## src/rtl/keypad_pkg.sv

```systemverilog
// keypad_pkg: shared state codes, key map, column drive constants and row-decode helpers
package keypad_pkg;
  typedef logic [2:0] state_t;
  localparam state_t IDLE     = 3'd0;
  localparam state_t SCAN     = 3'd1;
  localparam state_t DEBOUNCE = 3'd2;
  localparam state_t PRESSED  = 3'd3;
  localparam state_t RELEASE  = 3'd4;
  localparam logic [3:0] COL_IDLE = 4'b1111;
  localparam logic [3:0] COL_DRIVE [4] = '{4'b1110, 4'b1101, 4'b1011, 4'b0111};
  // indexed {col, row}
  localparam logic [3:0] KEY_MAP [16] = '{
    4'h1, 4'h4, 4'h7, 4'h0,
    4'h2, 4'h5, 4'h8, 4'hF,
    4'h3, 4'h6, 4'h9, 4'hE,
    4'hA, 4'hB, 4'hC, 4'hD
  };
  function automatic logic single_low(input logic [3:0] r);
    return $countones(~r) == 1;
  endfunction
  function automatic logic [1:0] low_index(input logic [3:0] r);
    return !r[0] ? 2'd0 : !r[1] ? 2'd1 : !r[2] ? 2'd2 : 2'd3;
  endfunction
endpackage

```

## src/rtl/keypad_if.sv

```systemverilog
// keypad_if: keypad pins plus decoded key outputs
//   enable, row (active-low rows) -> scanner; col, key_code, key_valid, key_held <- scanner
interface keypad_if;
  logic       enable;
  logic [3:0] row;
  logic [3:0] col;
  logic [3:0] key_code;
  logic       key_valid;
  logic       key_held;
  modport master (input enable, row, output col, key_code, key_valid, key_held);
  modport slave (output enable, row, input col, key_code, key_valid, key_held);
endinterface

```

## src/rtl/keypad_scanner_tick.sv

```systemverilog
// scan_tick_gen: one-clock tick every CLK_HZ/SCAN_HZ clocks
//   clk, reset_n (async active-low) in; tick out
module scan_tick_gen #(
  parameter int CLK_HZ  = 100000000,
  parameter int SCAN_HZ = 1000
) (
  input  logic clk,
  input  logic reset_n,
  output logic tick
);
  localparam int TICK_DIV = CLK_HZ / SCAN_HZ;
  localparam int W = $clog2(TICK_DIV);
  logic [W-1:0] cnt_q, cnt_d;
  always_comb begin
    tick = cnt_q == W'(TICK_DIV - 1);
    cnt_d = tick ? '0 : cnt_q + 1'b1;
  end
  always_ff @(posedge clk or negedge reset_n)
    if (!reset_n) cnt_q <= '0;
    else cnt_q <= cnt_d;
endmodule

```

## src/rtl/keypad_scanner.sv

```systemverilog
// keypad_scanner: 4x4 matrix keypad scanner with debounce, ghost rejection and hex key output
//   clk, reset_n (async active-low); kp: enable, row in; col, key_code, key_valid, key_held out
//   KEYPAD_REPEAT_EN: define to enable auto-repeat pulses while a key is held
module keypad_scanner #(
  parameter int CLK_HZ             = 100000000,
  parameter int SCAN_HZ            = 1000,
  parameter int DEBOUNCE_SCANS     = 4,
  parameter int REPEAT_DELAY_SCANS = 500,
  parameter int REPEAT_RATE_SCANS  = 100
) (
  input logic      clk,
  input logic      reset_n,
  keypad_if.master kp
);
  import keypad_pkg::*;
  localparam logic [3:0] DEB = 4'(DEBOUNCE_SCANS);
  logic       tick;
  logic [3:0] row_s1_q, row_s2_q;
  state_t     state_q, state_d;
  logic [1:0] idx_q, idx_d, cand_q, cand_d;
  logic [3:0] cnt_q, cnt_d, key_code_q, key_code_d;
  logic       key_valid_q, key_valid_d, key_held_q, key_held_d;
  logic       single, cand_high, accept, released;
  logic [1:0] low_row;
  scan_tick_gen #(.CLK_HZ(CLK_HZ), .SCAN_HZ(SCAN_HZ)) u_tick (
    .clk(clk),
    .reset_n(reset_n),
    .tick(tick)
  );
`ifdef KEYPAD_REPEAT_EN
  localparam logic [15:0] DELAY = 16'(REPEAT_DELAY_SCANS);
  localparam logic [15:0] RATE = 16'(REPEAT_RATE_SCANS);
  logic [15:0] rpt_q, rpt_d;
  logic        rpt_on_q, rpt_on_d;
`else
  logic unused_repeat;
  assign unused_repeat = ^{REPEAT_DELAY_SCANS, REPEAT_RATE_SCANS};
`endif
  always_comb begin
    single = single_low(row_s2_q);
    low_row = low_index(row_s2_q);
    cand_high = row_s2_q[cand_q];
    accept = kp.enable && tick && single &&
             ((state_q == SCAN && DEB == 4'd1) ||
              (state_q == DEBOUNCE && low_row == cand_q && cnt_q + 4'd1 == DEB));
    // a single-scan debounce releases straight from PRESSED
    released = kp.enable && tick && cand_high &&
               ((state_q == PRESSED && DEB == 4'd1) ||
                (state_q == RELEASE && cnt_q + 4'd1 == DEB));
    state_d = state_q;
    idx_d = idx_q;
    cand_d = cand_q;
    cnt_d = cnt_q;
    key_code_d = key_code_q;
    key_valid_d = 1'b0;
    key_held_d = key_held_q;
    if (!kp.enable) begin
      state_d = IDLE;
      key_held_d = 1'b0;
    end else if (tick) begin
      case (state_q)
        IDLE: begin
          state_d = SCAN;
          idx_d = 2'd0;
        end
        SCAN: begin
          cand_d = low_row;
          cnt_d = 4'd1;
          state_d = single ? DEBOUNCE : SCAN;
          idx_d = single ? idx_q : idx_q + 2'd1;
        end
        DEBOUNCE: begin
          cnt_d = cnt_q + 4'd1;
          state_d = single && low_row == cand_q ? DEBOUNCE : SCAN;
          idx_d = single && low_row == cand_q ? idx_q : idx_q + 2'd1;
        end
        PRESSED: begin
          cnt_d = 4'd1;
          state_d = cand_high ? RELEASE : PRESSED;
        end
        RELEASE: begin
          cnt_d = cnt_q + 4'd1;
          state_d = cand_high ? RELEASE : PRESSED;
        end
        default: state_d = IDLE;
      endcase
      if (accept) begin
        state_d = PRESSED;
        key_code_d = KEY_MAP[{idx_q, low_row}];
        key_valid_d = 1'b1;
        key_held_d = 1'b1;
      end
      if (released) begin
        state_d = SCAN;
        idx_d = idx_q + 2'd1;
        key_held_d = 1'b0;
      end
    end
`ifdef KEYPAD_REPEAT_EN
    // counter only survives while staying in PRESSED, so any entry starts from zero
    rpt_d = state_q == PRESSED ? rpt_q : '0;
    rpt_on_d = state_q == PRESSED && rpt_on_q;
    if (kp.enable && tick && state_q == PRESSED && !cand_high) begin
      rpt_d = rpt_q + 16'd1;
      if (rpt_d == (rpt_on_q ? RATE : DELAY)) begin
        rpt_d = '0;
        rpt_on_d = 1'b1;
        key_valid_d = 1'b1;
      end
    end
`endif
  end
  always_ff @(posedge clk or negedge reset_n)
    if (!reset_n) begin
      row_s1_q <= 4'hF;
      row_s2_q <= 4'hF;
      state_q <= IDLE;
      idx_q <= '0;
      cand_q <= '0;
      cnt_q <= '0;
      key_code_q <= '0;
      key_valid_q <= 1'b0;
      key_held_q <= 1'b0;
    end else begin
      row_s1_q <= kp.row;
      row_s2_q <= row_s1_q;
      state_q <= state_d;
      idx_q <= idx_d;
      cand_q <= cand_d;
      cnt_q <= cnt_d;
      key_code_q <= key_code_d;
      key_valid_q <= key_valid_d;
      key_held_q <= key_held_d;
    end
`ifdef KEYPAD_REPEAT_EN
  always_ff @(posedge clk or negedge reset_n)
    if (!reset_n) begin
      rpt_q <= '0;
      rpt_on_q <= 1'b0;
    end else begin
      rpt_q <= rpt_d;
      rpt_on_q <= rpt_on_d;
    end
`endif
  assign kp.col = state_q == IDLE ? COL_IDLE : COL_DRIVE[idx_q];
  assign kp.key_code = key_code_q;
  assign kp.key_valid = key_valid_q;
  assign kp.key_held = key_held_q;
endmodule

```

## src/flat_wrapper.sv

```systemverilog
// flat-port wrapper written by rule: the top's interface ports become plain ports
module keypad_scanner_flat import keypad_pkg::*;
#(
  parameter int CLK_HZ             = 100000000,
  parameter int SCAN_HZ            = 1000,
  parameter int DEBOUNCE_SCANS     = 4,
  parameter int REPEAT_DELAY_SCANS = 500,
  parameter int REPEAT_RATE_SCANS  = 100
)
  (clk, reset_n, kp_enable, kp_row, kp_col, kp_key_code, kp_key_valid, kp_key_held);
  keypad_if kp_i ();
  input logic clk;
  input logic reset_n;
  input wire logic [$bits(kp_i.enable)-1:0] kp_enable;
  input wire logic [$bits(kp_i.row)-1:0] kp_row;
  output wire logic [$bits(kp_i.col)-1:0] kp_col;
  output wire logic [$bits(kp_i.key_code)-1:0] kp_key_code;
  output wire logic [$bits(kp_i.key_valid)-1:0] kp_key_valid;
  output wire logic [$bits(kp_i.key_held)-1:0] kp_key_held;
  assign kp_i.enable = kp_enable;
  assign kp_i.row = kp_row;
  assign kp_col = kp_i.col;
  assign kp_key_code = kp_i.key_code;
  assign kp_key_valid = kp_i.key_valid;
  assign kp_key_held = kp_i.key_held;
  keypad_scanner #(.CLK_HZ(CLK_HZ), .SCAN_HZ(SCAN_HZ), .DEBOUNCE_SCANS(DEBOUNCE_SCANS), .REPEAT_DELAY_SCANS(REPEAT_DELAY_SCANS), .REPEAT_RATE_SCANS(REPEAT_RATE_SCANS)) u_core (.clk(clk), .reset_n(reset_n), .kp(kp_i));
endmodule
```

## config.mk

```make
export PLATFORM = sky130hd
export DESIGN_NAME = keypad_scanner_flat
export DESIGN_NICKNAME = d
export VERILOG_FILES = /design/src/rtl/keypad_pkg.sv /design/src/rtl/keypad_if.sv /design/src/rtl/keypad_scanner_tick.sv /design/src/rtl/keypad_scanner.sv /design/src/flat_wrapper.sv
export SDC_FILE = /design/constraint.sdc
export NUM_CORES = 1
export LEC_CHECK = 0
export BUFFER_PORTS_ARGS = -buffer_cell sky130_fd_sc_hd__buf_4
export CORE_ASPECT_RATIO = 1.4
export CORE_UTILIZATION = 55
export CTS_CLUSTER_SIZE = 25
export DETAILED_ROUTE_END_ITERATION = 8
export PLACE_DENSITY_LB_ADDON = 0.05
export SLEW_MARGIN = 25
export SYNTH_ARGS = -nofsm -noshare
export SYNTH_HDL_FRONTEND = slang
export SYNTH_SLANG_ARGS = --single-unit
```

## constraint.sdc

```tcl
create_clock -name clk -period 3.5 [get_ports clk]
set_clock_uncertainty 0.1 [all_clocks]
set_input_delay 0.7 -clock clk [delete_from_list [all_inputs] [get_ports clk]]
set_output_delay 0.7 -clock clk [all_outputs]
set_load 0.02 [all_outputs]
```

Word level (Yosys, flattened, before mapping):

Memory sizes are Yosys's and may differ from the RTL's. A register that Yosys moved wholly into a read port is not among the register bits.
Cells that the tools add are included.

* input port bits: 7
* output and inout bits: 10
* logic and storage cells: 84
* register bits: 38
* memories kept: 1
* ROM bits: 64

Memories
* (name not given): depth 16, width 4, rd ports 1, clocked after memory_dff 1, wr ports 0, line keypad_scanner.sv:89 `key_code_d = KEY_MAP[{idx_q, low_row}];`

* $add $sub $neg: 6
* bitwise gates (word level): 3
* $lt $le $gt $ge: 2
* reductions and logical operators: 21
* muxes and demuxes: 30
* equal/unequal tests: 12

Operators by type and width (number)
* 32-bit adder: 1
* 32-bit by 2-bit == test with 1-bit output, second input constant: 1
* 17-bit by 1-bit adder with 17-bit output, second input constant: 1
* 17-bit == test, second input constant: 1
* 17-bit two-way mux: 1
* 3-bit two-way mux: 5
* 2-bit two-way mux: 7
* 4-bit two-way mux: 3
* 3-bit case mux with 4 select lines: 1
* 1-bit logical AND: 9
* 1-bit two-way mux: 9
* 3-bit AND reduction: 3
* 4-bit binary-select mux with 2-bit select: 1
* 4-bit case mux with 2 select lines: 1
* 3-bit by 2-bit == test with 1-bit output, second input constant: 2
* 2-bit case mux with 3 select lines: 1
* 2-bit OR reduction: 3
* 4-bit inverter with 5-bit output: 1
* 5-bit AND reduction: 1
* 1-bit by 1-bit adder with 2-bit output: 2
* 4-bit by 1-bit adder with 4-bit output, second input constant: 1
* 4-bit by 3-bit == test with 1-bit output, second input constant: 1
* 4-bit inverter: 1
* 4-bit nonzero test: 1
* 16 further kinds: 16

Longest topological paths before layout:

Gate-level depths: netlist (run 1).

* word-level depth: 11
* depth in mapped cells: 9
* gate-level depth less buffers: 9

Cells and area by module:

From an unflattened synthesis (run 1), not the netlist that was laid out.

* cell total of the unflattened synthesis: 237
* area, all modules: 2436.1 um^2

By module, submodules not included
* keypad_scanner: sequential area each 635.6 um^2, instances 1, cells each 163, area an instance 1642.8 um^2
* scan_tick_gen: sequential area each 425.4 um^2, instances 1, cells each 74, area an instance 793.3 um^2

Worst setup path before layout (run 1):

Ideal clock, no wire load.

* path kind: register -> register
* start point: reg u_core.row_s2_q[0]
* end point: reg u_core.key_code_q[0] (netlist: u_core.kp.key_code[0])
* clock period less this slack: 3.098 ns
* setup slack: 0.402 ns
* setup time: 0.125 ns
* path buffers: 0
* stages on the path, launching flop included: 10
* arrival: 2.874 ns
* required time: 3.275 ns
* cell sequence: dfstp_2 -> inv_1 -> ha_1 -> ha_1 -> fa_1 -> nor3b_1 -> nand4_1 -> nor4b_2 -> nand3_2 -> mux2_2

* word-level cells in the longest chain between the ends: 7
* elaborated cells between the ends (all ways): 12
* classes of those cells: add/sub (2); eq/ne (2); mux (1); bitwise (2); reduce/logical (5)

RTL lines
* from (decl): line keypad_scanner.sv:18 `logic [3:0] row_s1_q, row_s2_q;`
* from (signal assigned): line keypad_scanner.sv:126 `row_s2_q <= row_s1_q;`
* 4-bit inverter: line keypad_pkg.sv:19 `return $countones(~r) == 1;`
* 1-bit by 1-bit adder with 2-bit output (not written as such): line keypad_pkg.sv:19
* 32-bit adder (not written as such): line keypad_pkg.sv:19
* 32-bit by 2-bit == test with 1-bit output: line keypad_pkg.sv:19
* 1-bit logical AND (2 in a row): line keypad_scanner.sv:43 `accept = kp.enable && tick && single &&`
* 3-bit AND reduction (no source line)
* to (decl): line keypad_scanner.sv:21 `logic [3:0] cnt_q, cnt_d, key_code_q, key_code_d;`

Parallel ways exist; a longest one is shown, timed or not.
A chain may end at the register's enable or synchronous reset.

Worst setup path after layout (run 1):

* start point: reg u_core.row_s2_q[0]
* end point: reg u_core.key_code_q[2] (netlist: u_core.kp.key_code[2])

The elaborated chain is that of the path after synthesis.

==> out/qor.yml, run 1 <==
cp_slowest_cell: "dfstp_2"
rsz0062_at_grt: "false"
syn2layout_area_growth_pct: 12.0
synth_edf_count: 0
antenna_found_initial: 0
leakage_nw: 1.24
crit_required_ps: 3590
numCtsBuffers: 5
highest_layer: "met4"
crit_type: "flop to flop"
path_cells: "inv_1, ha_1, ha_1, fa_1, nor3b_1, nand4_1, nor4b_2, nand3_2, mux2_2"
finalSetupViolations: 0
cp.buffers_inverters: 1
fp.dieW_microns: 57.8
path_max_fanout: 7
drtAntennaViolNets: 0
post-cts-setup-buffers: 0
syn_area_per_cell_sq_um: 10.1
clk_pin_slew_worst_paths_ps: 90
ioPinCount: 17
cap_violations: 0
nets: 275
routed_via_density: 5.96
met3_length_microns: 164
wl_met1_mm: 1.89
fin_crit_sh: 0.897
slowest_delay_ps: 590
drc_errors: 2
die_h_microns: 80.2
ys_ff_latch: 42
grt_pass1_vias: 1684
max_freq_ghz: 0.319
ys_seq_area_frac: 0.442
netlist_instances: 237
clock_path_buffers: 2
antenna_cells: 0
die_area_sq_um: 4640
tns_ps: 0
hp-class: "flop to flop"
hold_violations: 0
cts_resized: 0
clkSinkCount: 42
power_density_nw_per_um2: 377
fin_crit_ps: 3140
synthArstFlopShare: 1.00
syn-cell-area_sq_um: 2400
crit_top_cell: "ha_1"
finalMaxSlewViolations: 0
routed_wirelength_mm: 4.49
startpoint: "u_core.row_s2_q[0]"
grt_pass1_wl_mm: 7.65
drive_gt1_frac: 0.188
yosysWarnings: 0
num_rows: 28
core-area_sq_um: 4200
relSlewSlack: 0.662
cts_tree: "built"
end_kind: "flop"
synth_top_area_share: 0.354
r2r_start: "u_core.row_s2_q[0]"
wire_per_inst_microns: 15.0
grt.overflow.total: 0
place_inst: 292
holdBufCountCts: 0
htree_levels: 2
synth-main-ff-cell: "dfrtp_1"
finalNonFillerCells: 300
grtUsageTotal: 0.218
dr_wl_met2_mm: 2.34
dpl.hpwl_mm: 3.27
ir_drop_mv: 0.270
cp.arrival_ps: 3230
synth_area_leaders: "dfrtp_1 (35%), dfstp_2 (8.8%), ha_1 (6.8%), nand2_1 (3.6%), xnor2_1 (3.3%)"
hold_start: "u_core.row_s1_q[0]"
drt_iter0_markers: 73
synth_common_cells: "dfrtp_1 (34), nand2_1 (23), nor2_1 (19)"
syn-num-nets: 258
vias: 1788
clock_latency_ps: 300
clockRootBuffer: "clkbuf_8"
worst_pin_slew_ps: 504
status: "complete, but fails checks"
violations: "design-rule violations"
start_kind: "flop"
yosysMostFrequentCell: "dfrtp_1"
worst_path_dominant_cell_family: "simple AND/OR/NAND/NOR gates"
io_buffers: 16
ys_types: 54
drt-pass1-iter-count: 7
gp_congestion: 0.811
grt_max_degree: 43
start_util: 0.571
synth_top_cell_by_area: "dfrtp_1"
-- report_power, final --
part           switching (W)  leakage [nW]  internal (W)
Combinational      0.0000301         0.634     0.0000199
Sequential        0.00000303         0.540      0.000493
Clock               0.000180        0.0683      0.000286
Total               0.000213          1.24      0.000799
-- layer usage --
metal  GRT usage  vias up
met3      0.0451       11
li1            -      881
met4      0.0881        0
met2       0.392       32
met1       0.246      864
met5           0        -
-- layout make-up --
cell class / count / area [sq um]
Timing Repair Buffer: 18 / 135
Clock buffer: 5 / 68.8
Tap cell: 45 / 56.3
Clock inverter: 3 / 68.8
Fill cell: 365 / 1520
Multi-Input combinational cell: 177 / 1260
Inverter: 10 / 37.5
Sequential cell: 42 / 1060
-- stage by stage --
step	setup slack [ps]	power, W	hold slack (ps)	utilization	cell area, sq um
after floorplan	402	0.000531	245	-	2400
after global placement	493	0.000555	248	0.607	2550
after detailed placement	363	0.000556	249	0.607	2550
after CTS	342	0.00102	261	0.640	2690
after global routing	116	0.00104	266	0.640	2690
final	361	0.00101	262	0.640	2690
-- cell usage in the layout (no fill, tap or decap), types with 2 or more instances in the layout --
cell / count
nand3b_1: 4
nor3_1: 5
nand2_1: 23
xnor2_1: 9
mux2_2: 5
nand2b_1: 2
nor2_1: 19
inv_1: 10
o211ai_1: 3
a21oi_1: 8
a31oi_1: 2
dfstp_2: 8
o21a_1: 2
bufinv_16: 2
and2_1: 3
a32oi_1: 2
nand3_2: 2
buf_4: 18
and3_1: 8
o31ai_1: 3
a2bb2oi_1: 2
xor2_1: 8
ha_1: 13
or3_1: 2
dfrtp_1: 34
clkbuf_8: 5
o21ai_0: 10
nand3_1: 8
nand4b_1: 2
nor2b_1: 2
nand4_1: 7
-- flip-flops by register name, indices dropped and copies added (netlist names) --
signal               cells
u_core.u_tick.cnt_q     17
u_core.cnt_q             4
u_core.kp.key_code       4
u_core.row_s1_q          4
u_core.row_s2_q          4
u_core.state_q           3
u_core.cand_q            2
u_core.idx_q             2
u_core.kp.key_held       1
u_core.kp.key_valid      1
-- path summary, 6_finish.rpt --
| kind | to | slack (ps) | cells after the start |
|---|---|---|---|
| min reg2reg | u_core.row_s2_q[0] | 260 | 0 |
| max in group asynchronous | u_core.row_s2_q[2] | 2670 | 1 |
| min in group asynchronous | u_core.kp.key_code[1] | 270 | 1 |
| min | u_core.row_s2_q[0] | 260 | 0 |
| max reg2reg | u_core.kp.key_code[2] | 360 | 9 |
| max | u_core.kp.key_code[2] | 360 | 9 |
-- cells by family after synthesis --
logic type / share of synthesized area
buffers and inverters: 0.0328
DFF: 0.442
and+or+nand+nor: 0.231
xor gates and xnor gates: 0.0620
AOI/OAI and AO/OA: 0.119
muxes: 0.0370
adders and majority gates: 0.0761
(Power assumes the default switching activity.)
==> run 2, diff against run 1 <==
==> constraint.sdc (replaced) <==
create_clock -name clk -period 3.5 [get_ports clk]
set_clock_uncertainty 0.1 [all_clocks]
set_input_delay 0.35 -clock clk [delete_from_list [all_inputs] [get_ports clk]]
set_output_delay 0.35 -clock clk [all_outputs]
set_load 0.02 [all_outputs]
==> run 2 against run 1 <==
  * The flow still finishes with violations (design-rule violations)
  * Cell count up 0.33%
  * Die area unchanged
  * Routed wire length up 0.96%
  * Via count up 0.62%
  * Combinational power up 2%
  * Critical path type unchanged
  * Critical endpoint unchanged
==> out/qor.yml, run 2 (synthesis results as in run 1) <==
status: "complete, but fails checks"
violations: "design-rule violations"
htree_levels: 2
core-area_sq_um: 4200
p_sw_w: 0.000214
drt_iter0_markers: 71
dpl.hpwl_mm: 3.27
ir_drop_mv: 0.270
nets: 276
finalMaxSlewViolations: 0
end_kind: "flop"
cts_resized: 0
crit_top_cell: "ha_1"
grtUsageTotal: 0.218
final_cell_mix: "dfrtp_1 (34), nand2_1 (23), nor2_1 (19)"
grt.overflow.total: 0
clockRootBuffer: "clkbuf_8"
clock_path_buffers: 2
ioPinCount: 17
power_density_nw_per_um2: 376
pwr-share-seq: 0.490
die_area_sq_um: 4640
io_buffers: 16
path_max_fanout: 7
drc_errors: 2
cap_violations: 0
grt_use_met1: 0.246
fin_crit_ps: 3150
cp_slowest_cell: "dfstp_2"
rsz0062_at_grt: "false"
fp.dieW_microns: 57.8
finalNonFillerCells: 301
clk_pin_slew_worst_paths_ps: 90
dpl_worst_slack_ps: 363
leakage_nw: 1.25
antenna_found_initial: 0
routed_wirelength_mm: 4.54
hold_violations: 0
fin_crit_sh: 0.899
num_rows: 28
largest_reg_flops: 17
path_cells: "inv_1, ha_1, ha_1, fa_1, nor3b_1, nand4_1, nor4b_2, nand3_2, mux2_2"
grt_use_met2: 0.393
worst_path_dominant_cell_family: "simple AND/OR/NAND/NOR gates"
place_inst: 292
busiest_layer: "met2"
drtAntennaViolNets: 0
drt-pass1-iter-count: 6
syn2layout_area_growth_pct: 12.4
start_kind: "flop"
clkSinkCount: 42
grt_max_degree: 43
worst_pin_slew_ps: 512
slowest_delay_ps: 590
setup_ws_ps: 354
wire_per_inst_microns: 15.1
crit_required_ps: 3590
cts_tree: "built"
routed_via_density: 5.98
die_h_microns: 80.2
grt_pass1_wl_mm: 7.66
antenna_cells: 0
use_met3: 0.0451
whs_ps: 47.6
numCtsBuffers: 5
max_freq_ghz: 0.318
tns_ps: 0
vias: 1799
r2r_start: "u_core.row_s2_q[0]"
p_sw_frac: 0.211
clock_latency_ps: 300
hold_start: "kp_row[3]"
intPower_w: 0.000800
start_util: 0.571
relSlewSlack: 0.658
startpoint: "u_core.row_s2_q[0]"
drive_gt1_frac: 0.188
cp.arrival_ps: 3240
regMostFlops: "u_core.u_tick.cnt_q"
p_clk_frac: 0.460
grt_pass1_vias: 1687
gp_congestion: 0.811
cp.buffers_inverters: 1
pwr-share-comb: 0.050
final_common_cell: "dfrtp_1"
crit_type: "flop to flop"
finalSetupViolations: 0
hp-class: "input pin to flop"
[run 2: cell types whose count changed in the layout (fill, tap and decap cells not counted)]
cell,previous run,this run
dlygate4sd3_1,0,1
[run 2: worst reg2reg max path, delay by kind of cell, from the launching register on]
kind,cells,cell delay [ps]
mux,1,310
flops,1,590
buf+inv,1,60
fa+ha+maj,3,940
simple gates,4,1040
[run 2: repair_timing]
action                                  in CTS  in global routing
endpoints found under the setup margin       0                  0
buffers inserted                             0                  0
hold buffers                                 1                  0
hold endpoints to repair                    34                  0
[run 2: final cells by class]
class | instances | area, sq um
clock inverters | 3 | 68.8
repair buffers | 19 | 145
inverters | 10 | 37.5
clock buffers | 5 | 68.8
flip-flops and latches | 42 | 1060
multi-input cells | 177 | 1260
fillers | 363 | 1510
well taps | 45 | 56.3
[run 2: power by group through the flow]
stage | combinational (W) | clock (W) | sequential [W]
final | 0.0000509 | 0.000466 | 0.000496
after CTS | 0.0000517 | 0.000474 | 0.000496
after floorplan | 0.0000259 | 0 | 0.000505
after global routing | 0.0000584 | 0.000488 | 0.000497
after detailed placement | 0.0000504 | 0 | 0.000506
after global placement | 0.0000495 | 0 | 0.000505
[run 2: stage by stage]
step,util,power [W],instance area [sq um]
after global placement,0.607,0.000555,2550
after global routing,0.642,0.00104,2700
final,0.642,0.00101,2700
after floorplan,-,0.000531,2400
after detailed placement,0.607,0.000556,2550
after CTS,0.642,0.00102,2700
[run 2: worst paths after layout]
path	end	slack, ps	depth (start not counted)
max reg2reg	u_core.kp.key_code[2]	350	9
max in group asynchronous	u_core.row_s2_q[2]	2470	2
min in group asynchronous	u_core.kp.key_code[1]	460	2
min	u_core.row_s1_q[3]	50	1
min reg2reg	u_core.row_s2_q[0]	260	0
max	u_core.kp.key_code[2]	350	9
[run 2: layer usage]
metal | wire length, microns | part of all wire
met1 | 1910 | 0.42
met2 | 2360 | 0.52
met3 | 164 | 0.036
met4 | 101 | 0.022
met5 | 0 | 0
==> run 3, diff against run 2 <==
--- a/config.mk
+++ b/config.mk
@@ -7,2 +7,3 @@
 export LEC_CHECK = 0
+export ABC_AREA = 1
 export BUFFER_PORTS_ARGS = -buffer_cell sky130_fd_sc_hd__buf_4
@@ -10,3 +11,3 @@
 export CORE_UTILIZATION = 55
-export CTS_CLUSTER_SIZE = 25
+export CTS_CLUSTER_SIZE = 40
 export DETAILED_ROUTE_END_ITERATION = 8
==> constraint.sdc (replaced) <==
create_clock -name clk -period 3.5 [get_ports clk]
set_clock_uncertainty 0.1 [all_clocks]
set_input_delay 0.175 -clock clk [delete_from_list [all_inputs] [get_ports clk]]
set_output_delay 0.175 -clock clk [all_outputs]
set_load 0.02 [all_outputs]
==> run 3 against run 2 <==
  * The run now ends clean
  * Largest cell class unchanged
  * Highest routed layer unchanged
  * Count of clock-buffer cells in the layout rose by 1
  * Combinational power about the same
  * Via count rose by 11%
==> out/qor.yml, run 3 <==
start_util: 0.576
cp_slowest_cell: "dfstp_2"
finalSetupViolations: 0
syn-num-nets: 322
nets: 350
crit_required_ps: 3630
power_density_nw_per_um2: 332
fp.dieW_microns: 58.3
clkSinkCount: 42
ys_ff_latch: 42
antenna_cells: 0
start_kind: "flop"
syn2layout_area_growth_pct: 14.5
largest_reg_flops: 17
max_freq_ghz: 0.369
regMostFlops: "u_core.u_tick.cnt_q"
hp-class: "input pin to flop"
cap_violations: 0
path_cells: "inv_1, ha_1, ha_1, fa_1, nor2_1, nand2_1, a21oi_1, nand3_1, inv_1, nand3_2, nand3_1, nand2_1, o21ai_2"
slowest_delay_ps: 570
synthArstFlopShare: 1.00
drt-pass1-iter-count: 4
clock_path_buffers: 2
clk_pin_slew_worst_paths_ps: 80
relSlewSlack: 0.657
final_common_cell: "nand2_1"
fill_cells: 387
synth_top_area_share: 0.348
io_buffers: 16
worst_path_dominant_cell_family: "adder cells"
multi_input_area_sq_um: 1200
num_rows: 28
cts_tree: "built"
grt_pass1_wl_mm: 8.17
cp.buffers_inverters: 2
synth-main-ff-cell: "dfrtp_1"
leakage_nw: 1.39
fin_crit_sh: 0.774
yosysWarnings: 0
ys_seq_area_frac: 0.434
rsz0062_at_grt: "false"
routed_wirelength_mm: 4.81
gp_congestion: 0.911
grtUsageTotal: 0.232
clock_latency_ps: 300
finalMaxSlewViolations: 0
end_kind: "flop"
ys_types: 33
numCtsBuffers: 5
wire_per_inst_microns: 12.3
crit_type: "flop to flop"
vias: 1997
ir_drop_mv: 0.230
syn-cell-area_sq_um: 2440
path_max_fanout: 5
hold_violations: 0
final_cell_mix: "nand2_1 (67), inv_1 (43), dfrtp_1 (34)"
worst_pin_slew_ps: 515
yosysMostFrequentCell: "nand2_1"
syn_area_per_cell_sq_um: 8.12
drive_gt1_frac: 0.176
clockRootBuffer: "clkbuf_8"
fin_util: 0.660
routed_via_density: 5.12
tns_ps: 0
netlist_instances: 301
dpl.hpwl_mm: 3.59
grt.overflow.total: 0
drtAntennaViolNets: 0
grt_pass1_vias: 1892
cp.arrival_ps: 2840
ioPinCount: 17
antenna_found_initial: 0
drt_iter0_markers: 78
synth_common_cells: "nand2_1 (67), inv_1 (43), dfrtp_1 (34)"
core-area_sq_um: 4240
synth_edf_count: 0
synth_area_leaders: "dfrtp_1 (35%), nand2_1 (10%), dfstp_2 (8.6%), ha_1 (6.7%), inv_1 (6.6%)"
synth_top_cell_by_area: "dfrtp_1"
seqCellArea_sq_um: 1060
htree_levels: 2
die_h_microns: 80.9
status: "finished, final reports clean"
grt_max_degree: 43
power_w: 0.000928
die_area_sq_um: 4720
drc_errors: 0
fin_crit_ps: 2710
run 3: changes by cell type after synthesis, sizes merged, moves of 7 or more:
cell   change
xnor2      -9
inv       +39
o21ai      +8
nand2     +51
nor2      +13
nand4      +7
nand3     +11
and3       -8
run 3: kinds of logic (layout without fill, tap and decap cells):
kind of cell,count (synthesis),in the layout,synth area share
simple gates,155,155,0.313
compound gates,36,36,0.0845
buf+inv,49,78,0.0753
flops,42,42,0.434
fa+ha+maj,14,14,0.0748
xor+xnor,5,5,0.0179
run 3: per-layer routing:
layer,part of all wire,vias up,track usage
met1,0.42,911,0.247
met3,0.025,14,0.0382
met2,0.53,38,0.429
met4,0.032,0,0.124
met5,0,-,0
li1,-,1034,-
run 3: tightest hold or removal path, cell delays in order:
cell     delay [ps]
buf_4           140
nand2_1          80
nor2_2           40
run 3: cell type report:
class | count | share of cell area
multi-input combinational | 210 | 0.428
sequential | 42 | 0.379
inverter | 49 | 0.0657
timing repair buffer | 21 | 0.0608
tap | 60 | 0.0268
clock buffer | 6 | 0.0259
clock inverter | 2 | 0.0134
run 3: report_power, final:
part	internal (W)	total, W	leakage [nW]	switching [W]
Clock	0.000213	0.000381	0.0514	0.000168
Combinational	0.0000189	0.0000508	0.795	0.0000318
Sequential	0.000493	0.000496	0.540	0.00000279
run 3: timing repair:
| action | in CTS | in global routing |
|---|---|---|
| hold buffers | 5 | 0 |
| resized for setup | 0 | 0 |
| endpoints found under the setup margin | 0 | 0 |
| endpoints found under the hold margin | 38 | 0 |
| buffers inserted | 0 | 0 |
run 3: through the flow:
step	cell area, sq um	cells	hold slack, ps	worst slack, ps
after floorplan	2440	301	-221	990
after global placement	2640	377	86.5	897
after detailed placement	2640	377	92.1	818
after CTS	2800	390	51.9	768
after global routing	2800	390	59.2	607
final	2800	390	61.1	791
run 3: final timing paths:
| kind | from | cells after the start | end | slack [ps] |
|---|---|---|---|---|
| hold / removal | kp_enable | 3 | u_core.kp.key_held | 60 |
| min in group asynchronous | reset_n | 2 | u_core.kp.key_code[1] | 300 |
| setup reg to reg | u_core.row_s2_q[0] | 13 | u_core.state_q[0] | 790 |
| setup / recovery | u_core.row_s2_q[0] | 13 | u_core.state_q[0] | 790 |
| max in group asynchronous | reset_n | 2 | u_core.row_s1_q[0] | 2630 |
| hold reg to reg | u_core.row_s1_q[2] | 0 | u_core.row_s2_q[2] | 260 |
